<file path="src/rtl/flag_cond_eval.sv">
// flag_cond_eval: evaluates a condition code against the flag word and returns a taken/not-taken result
module flag_cond_eval (
    input  logic       clk,
    input  logic       reset,
    input  logic [7:0] flags,
    input  logic       req_valid,
    input  logic [3:0] req_cond,
    input  logic       req_clr,
    output logic       req_ready,
    output logic       resp_valid,
    output logic       resp_taken,
    input  logic       resp_ready,
    output logic       flag_clr_en,
    output logic [7:0] flag_clr_mask,
    output logic [7:0] taken_count
);
    typedef enum logic [1:0] {IDLE, EVAL, RESP} state_t;
    state_t     state;
    logic [3:0] cond_q;
    logic       clr_q;
    logic       z, n, c, v;
    logic       taken;
    logic [7:0] mask;
    assign z = flags[0];
    assign n = flags[1];
    assign c = flags[2];
    assign v = flags[3];
    assign req_ready = (state == IDLE);
    // condition result from the live flag word, only consumed in EVAL
    always_comb begin
        taken = 1'b0;
        case (cond_q)
            4'd0:  taken = z;
            4'd1:  taken = !z;
            4'd2:  taken = c;
            4'd3:  taken = !c;
            4'd4:  taken = n;
            4'd5:  taken = !n;
            4'd6:  taken = v;
            4'd7:  taken = !v;
            4'd8:  taken = c & !z;
            4'd9:  taken = !c | z;
            4'd10: taken = (n == v);
            4'd11: taken = (n != v);
            4'd12: taken = !z & (n == v);
            4'd13: taken = z | (n != v);
            4'd14: taken = 1'b1;
            default: taken = 1'b0;
        endcase
    end
    // flags tested by each condition pair (Z=01, N=02, C=04, V=08)
    always_comb begin
        mask = (cond_q[3:1] == 3'd0) ? 8'h01 :
               (cond_q[3:1] == 3'd1) ? 8'h04 :
               (cond_q[3:1] == 3'd2) ? 8'h02 :
               (cond_q[3:1] == 3'd3) ? 8'h08 :
               (cond_q[3:1] == 3'd4) ? 8'h05 :
               (cond_q[3:1] == 3'd5) ? 8'h0A :
               (cond_q[3:1] == 3'd6) ? 8'h0B : 8'h00;
    end
    // request/evaluate/respond sequencer with registered outputs and saturating taken counter
    always_ff @(posedge clk or posedge reset) begin
        if (reset) begin
            state         <= IDLE;
            cond_q        <= 4'd0;
            clr_q         <= 1'b0;
            resp_valid    <= 1'b0;
            resp_taken    <= 1'b0;
            flag_clr_en   <= 1'b0;
            flag_clr_mask <= 8'h00;
            taken_count   <= 8'h00;
        end else begin
            case (state)
                IDLE: if (req_valid) begin
                    state  <= EVAL;
                    cond_q <= req_cond;
                    clr_q  <= req_clr;
                end
                EVAL: begin
                    state         <= RESP;
                    resp_valid    <= 1'b1;
                    resp_taken    <= taken;
                    flag_clr_en   <= clr_q & taken & (mask != 8'h00);
                    flag_clr_mask <= (clr_q & taken) ? mask : 8'h00;
                end
                RESP: begin
                    flag_clr_en   <= 1'b0;
                    flag_clr_mask <= 8'h00;
                    if (resp_ready) begin
                        state      <= IDLE;
                        resp_valid <= 1'b0;
                        resp_taken <= 1'b0;
                        if (resp_taken && taken_count != 8'hFF)
                            taken_count <= taken_count + 8'd1;
                    end
                end
                default: state <= IDLE;
            endcase
        end
    end
endmodule

</file>
<file path="config.mk">
export PLATFORM = sky130hd
export DESIGN_NAME = flag_cond_eval
export DESIGN_NICKNAME = d
export VERILOG_FILES = /design/src/rtl/flag_cond_eval.sv
export SDC_FILE = /design/constraint.sdc
export NUM_CORES = 1
export LEC_CHECK = 0
export BUFFER_PORTS_ARGS = -buffer_cell sky130_fd_sc_hd__buf_4
export CORE_MARGIN = 2
export CORE_UTILIZATION = 45
export DETAILED_ROUTE_END_ITERATION = 12
export HOLD_SLACK_MARGIN = 0.02
export MAX_ROUTING_LAYER = met4
export PLACE_DENSITY = 0.71
export SLEW_MARGIN = 0
export SYNTH_ARGS = -nofsm -noshare
export SYNTH_HDL_FRONTEND = slang
export SYNTH_SLANG_ARGS = --single-unit
</file>
<file path="constraint.sdc">
create_clock -name clk -period 2.9 [get_ports clk]
set_clock_uncertainty 0.2 [all_clocks]
set_input_delay 0.725 -clock clk [delete_from_list [all_inputs] [get_ports clk]]
set_output_delay 0.725 -clock clk [all_outputs]
set_load 0.03 [all_outputs]
</file>
# Word-level counts from Yosys, hierarchy flattened

Cells that the tools add are included.

Output and inout bits: 20
Word-level logic and storage cells: 73
Bits in registers: 26
Input port bits: 17

Muxes and demuxes: 17
Eq/ne operators: 27
Reductions and logical operators: 14
Bitwise gates (word level): 6
Add/sub/neg operators: 1

Operators by type and width:

| kind                                                                   | count |
|---|---|
| 4-bit two-way mux                                                      | 8 |
| 4-bit equality test (second input constant)                            | 7 |
| 4-bit by 3-bit equality test with 1-bit output (second input constant) | 4 |
| 8-bit case mux with 2 select lines                                     | 1 |
| 1-bit case mux with 15 select lines                                    | 1 |
| 3-bit equality test (second input constant)                            | 3 |
| 8-bit by 1-bit adder with 8-bit output (second input constant)         | 1 |
| 4-bit by 2-bit equality test with 1-bit output (second input constant) | 2 |
| 8-bit != test (second input constant)                                  | 1 |
| 8-bit nonzero test                                                     | 1 |
| 3-bit by 2-bit equality test with 1-bit output (second input constant) | 2 |
| 1-bit case mux with 2 select lines                                     | 3 |
| 2-bit case mux with 3 select lines                                     | 1 |
| 2-bit AND reduction                                                    | 3 |
| 1-bit bitwise AND                                                      | 4 |
| 4-bit by 1-bit equality test with 1-bit output (second input constant) | 1 |
| 1-bit zero test                                                        | 4 |
| 4-bit zero test                                                        | 1 |
| 2-bit two-way mux                                                      | 2 |
| 2-bit != test (second input constant)                                  | 2 |
| 3-bit by 1-bit equality test with 1-bit output (second input constant) | 1 |
| 3-bit zero test                                                        | 1 |
| 3-bit AND reduction                                                    | 1 |
| 2-bit by 1-bit equality test with 1-bit output (second input constant) | 1 |
| other kinds (8)                                                        | 9 |

# Depth between registers and ports, before layout

Depth in word-level cells: 11
Gate-level depth with buffers: 7
Gate-level depth less buffers: 7

# Worst setup path after synthesis

OpenSTA, ideal clock, no wires.

Path type: input to register
Start point: input flags[1]
End point: register resp_taken
Arrival time: 1.616 ns
Stages on the path: 5
Slack: 1.007 ns
Path buffers: 0
Setup time: 0.076 ns
Required time: 2.624 ns
Cells stage by stage: or2_0 -> a211o_1 -> a31oi_1 -> nor3_4 -> o21ai_1

Longest elaborated chain between the ends: 4
Elaborated cells on any way between the ends: 7
Those cells by class: eq/ne: 2; mux: 2; bitwise: 2; reduce/logical: 1

Ends and longest elaborated chain:

| what                                                 | line   | RTL |
|---|---|---|
| start: declaration                                   | 5      | `input logic [7:0] flags,` |
| 1-bit != test or 1-bit equality test (tied branches) | --     |  |
| 1-bit OR or 1-bit bitwise AND (tied branches)        | 46, 45 |  |
| 1-bit case mux with 15 select lines (*)              | 32     | `case (cond_q)` |
| 1-bit case mux with 2 select lines (*)               | 73     | `case (state)` |
| end signal: assignment                               | 82     | `resp_taken <= taken;` |
| end: declaration                                     | 11     | `output logic resp_taken,` |

Mark *: on every way between the ends. The rest lies on a longest branch, timed or not.
A chain may end at the register's enable or synchronous reset.

# Final worst setup path

Start point: register state[1]
End point: output req_ready

Longest elaborated chain between the ends: 1

Ends and longest elaborated chain:

| what                     | line | RTL |
|---|---|---|
| start: declaration       | 18   | `state_t state;` |
| start signal: assignment | 64   | `state <= IDLE;` |
| start signal: assignment | 75   | `state <= EVAL;` |
| start signal: assignment | 80   | `state <= RESP;` |
| 2-bit zero test          | 28   | `assign req_ready = (state == IDLE);` |
| end: declaration         | 9    | `output logic req_ready,` |

Every way passes these cells.

==> flow_summary.json <==
{
  "outcome": "complete, no violations",
  "slowest_delay_ns": 0.41,
  "critPathKind": "reg -> out",
  "ys_ff_latch": 22,
  "grt_pass1_vias": 952,
  "worstReg2RegEnd": "resp_taken$_DFFE_PP0P_",
  "synth_cells": 129,
  "die_h_um": 57.1,
  "finalCritPeriodShare_pct": 75.1,
  "combPwrFrac_pct": 48.8,
  "relSlewSlack_pct": 45.6,
  "io_buffer_count": 28,
  "gp_congestion": 0.829,
  "fin_cells": 187,
  "post-cts-setup-buffer-count": 0,
  "crit_chain": "inv_1, ha_1, buf_4",
  "cp_max_fo": 4,
  "grt_antenna_before_repair": 0,
  "min_to": "resp_valid$_DFFE_PP0P_",
  "clock_latency_ns": 0.31,
  "end_kind": "primary output",
  "cts_root_buf": "clkbuf_4",
  "r2r_slack_ns": 0.91,
  "switching_share_pct": 43.0,
  "p_clk_share_pct": 15.8,
  "rr_worst_depth": 5,
  "p_int_mw": 0.876,
  "cts_tree": "built",
  "mostFrequentLayoutCells": "buf_4, dfrtp_1, inv_1, nand2_1, xnor2_1",
  "period_needed_ns": 2.18,
  "via_per_inst": 5.24,
  "mappedNetlistArea_um2": 1270,
  "wire_per_inst_um": 13.1,
  "cp_data_required_time_ns": 1.98,
  "core_um2": 2710,
  "ys_seq_area_share_pct": 43.3,
  "switchingPower_mw": 0.659,
  "cts_resized": 0,
  "slowest_stage": "dfrtp_1",
  "drtIter0Drc": 20,
  "cts_num_sinks": 22,
  "rsz0062_at_grt": "no",
  "hold_depth": 2,
  "drive_above_1_share_pct": 27.6,
  "maxCapViolations": 0,
  "hp-class": "reg -> reg",
  "fmax_ghz": 0.459,
  "start_util_pct": 46.9,
  "clkTransAtPathRegs_ns": 0.14,
  "grt_max_degree": 23,
  "finalSetupViolCount": 0,
  "r2r-start": "cond_q[3]$_DFFE_PP0P_",
  "synth-main-ff-cell": "dfrtp_1",
  "layout.nets": 178,
  "power_frac_seq_pct": 35.4,
  "power.leakage_nw": 0.723,
  "numCtsBuffers": 3,
  "ctsHoldBuffers": 0,
  "ir_drop_uv": 648,
  "overflow": 0,
  "synthArstFlopShare_pct": 100,
  "hold_violations": 0,
  "synth_warnings": 0,
  "fp.dieW_um": 57.1,
  "synth.avg_cell_area_um2": 9.84,
  "rows": 19,
  "first_pass_iters": 4,
  "crit_arrival_ns": 1.25,
  "cts_htree_levels": 1,
  "die-area_um2": 3260,
  "max_slew.worst_pin.slew_ns": 0.815,
  "area_delta_synth_final_pct": 20.2,
  "via_count": 979,
  "yosys.cell_types.count": 39,
  "mostFrequentLayoutCell": "buf_4",
  "finalWirelength_um": 2450,
  "place_hpwl_um": 1830,
  "dp.cells": 183,
  "grt_pass1_wl_um": 4100,
  "ios": 37,
  "p_per_area_nw_per_um2": 1010,
  "grtUsageTotal_pct": 16.5,
  "start_kind": "flip-flop",
  "clk_path_buf_depth": 2,
  "tns_ns": 0,
  "hold_start": "resp_valid$_DFFE_PP0P_",
  "synth_edf_count": 0,
  "drv_slew": 0,
  "route.detailed.drc": 0,
  "ant_nets": 0,
  "antenna_cells": 0
}
## metrics by stage
step | util, % | total power, mW | hold slack (ns) | setup WS, ns | cell area [um^2]
after floorplan | - | 1.12 | 0.280 | 1.01 | 1280
after global placement | 54.4 | 1.26 | 0.264 | 0.790 | 1470
after detailed placement | 54.4 | 1.30 | 0.289 | 0.745 | 1470
after CTS | 56.3 | 1.54 | 0.320 | 0.720 | 1530
after global routing | 56.3 | 1.65 | 0.344 | 0.648 | 1530
final | 56.3 | 1.54 | 0.317 | 0.722 | 1530
## worst max path at each step
stage                              start                      to  slack [ns]  cells past startpoint
finish              state[1]$_DFFE_PP0P_               req_ready        0.72                      3
global route        state[1]$_DFFE_PP0P_               req_ready        0.65                      3
CTS                 state[1]$_DFFE_PP0P_               req_ready        0.72                      3
detailed placement              flags[1]  resp_taken$_DFFE_PP0P_        0.75                      6
global placement                flags[1]  resp_taken$_DFFE_PP0P_        0.79                      6
floorplan                       flags[1]  resp_taken$_DFFE_PP0P_        1.01                      5
## cells in the mapped netlist (all sizes together) (2+ instances only)
| master | number | area, um^2 |
|---|---|---|
| nand4 | 2 | 12.5 |
| nor2 | 6 | 22.5 |
| xor2 | 5 | 43.8 |
| dfrtp | 22 | 551 |
| nand3 | 4 | 20.0 |
| nor3 | 2 | 21.3 |
| inv | 12 | 45.0 |
| ha | 4 | 50.1 |
| nor2b | 3 | 18.8 |
| nand2 | 12 | 45.0 |
| o22ai | 4 | 25.0 |
| mux2i | 2 | 20.0 |
| o21ai | 7 | 35.0 |
| buf | 8 | 56.3 |
| a21oi | 5 | 25.0 |
| mux2 | 6 | 67.6 |
| xnor2 | 7 | 61.3 |
## state kept, by name (all words and copies together), names as in the netlist
name	flops
flag_clr_mask	4
clr_q	1
cond_q	4
taken_count	8
resp_valid	1
resp_taken	1
state	2
flag_clr_en	1
## cells by family (layout without fill, tap and decap cells)
group / Yosys count / after routing / synth area share (%)
AOI/OAI and AO/OA: 24 / 24 / 12.7
xor gates and xnor gates: 12 / 12 / 8.28
adders and majority gates: 4 / 4 / 3.94
buffers and inverters: 20 / 44 / 7.98
DFF: 22 / 22 / 43.3
muxes: 8 / 8 / 6.90
other: 1 / 4 / 0.295
and+or+nand+nor: 38 / 38 / 16.6
## critical path: cells and delay by family (launching register included)
kind | cells | cell delay [ns]
flip-flops | 1 | 0.41
adder cells (fa/ha/maj) | 1 | 0.24
buffers and inverters | 2 | 0.29
## per-layer routing
layer / up-vias / part of all wire, % / global-route usage, %
met1: 472 / 44 / 19.9
met3: 2 / 3.8 / 2.72
li1: 486 / - / -
met5: - / 0 / -
met2: 19 / 52 / 26.9
met4: 0 / 0.57 / 7.97
## area by class of cell
cell class,count,area (um^2)
well taps,31,38.8
repair buffers,28,210
multi-input cells,90,629
clock buffers,3,22.5
fillers,250,1180
flip-flops and latches,22,551
inverters,12,45.0
clock inverters,1,30.0
## power groups by stage
stage / Combinational, mW / Sequential [mW] / Clock, mW
floorplan: 0.543 / 0.575 / 0
global placement: 0.720 / 0.539 / 0
detailed placement: 0.746 / 0.550 / 0
CTS: 0.753 / 0.545 / 0.247
global route: 0.821 / 0.566 / 0.262
finish: 0.749 / 0.543 / 0.243
(Power assumes the default switching activity.)
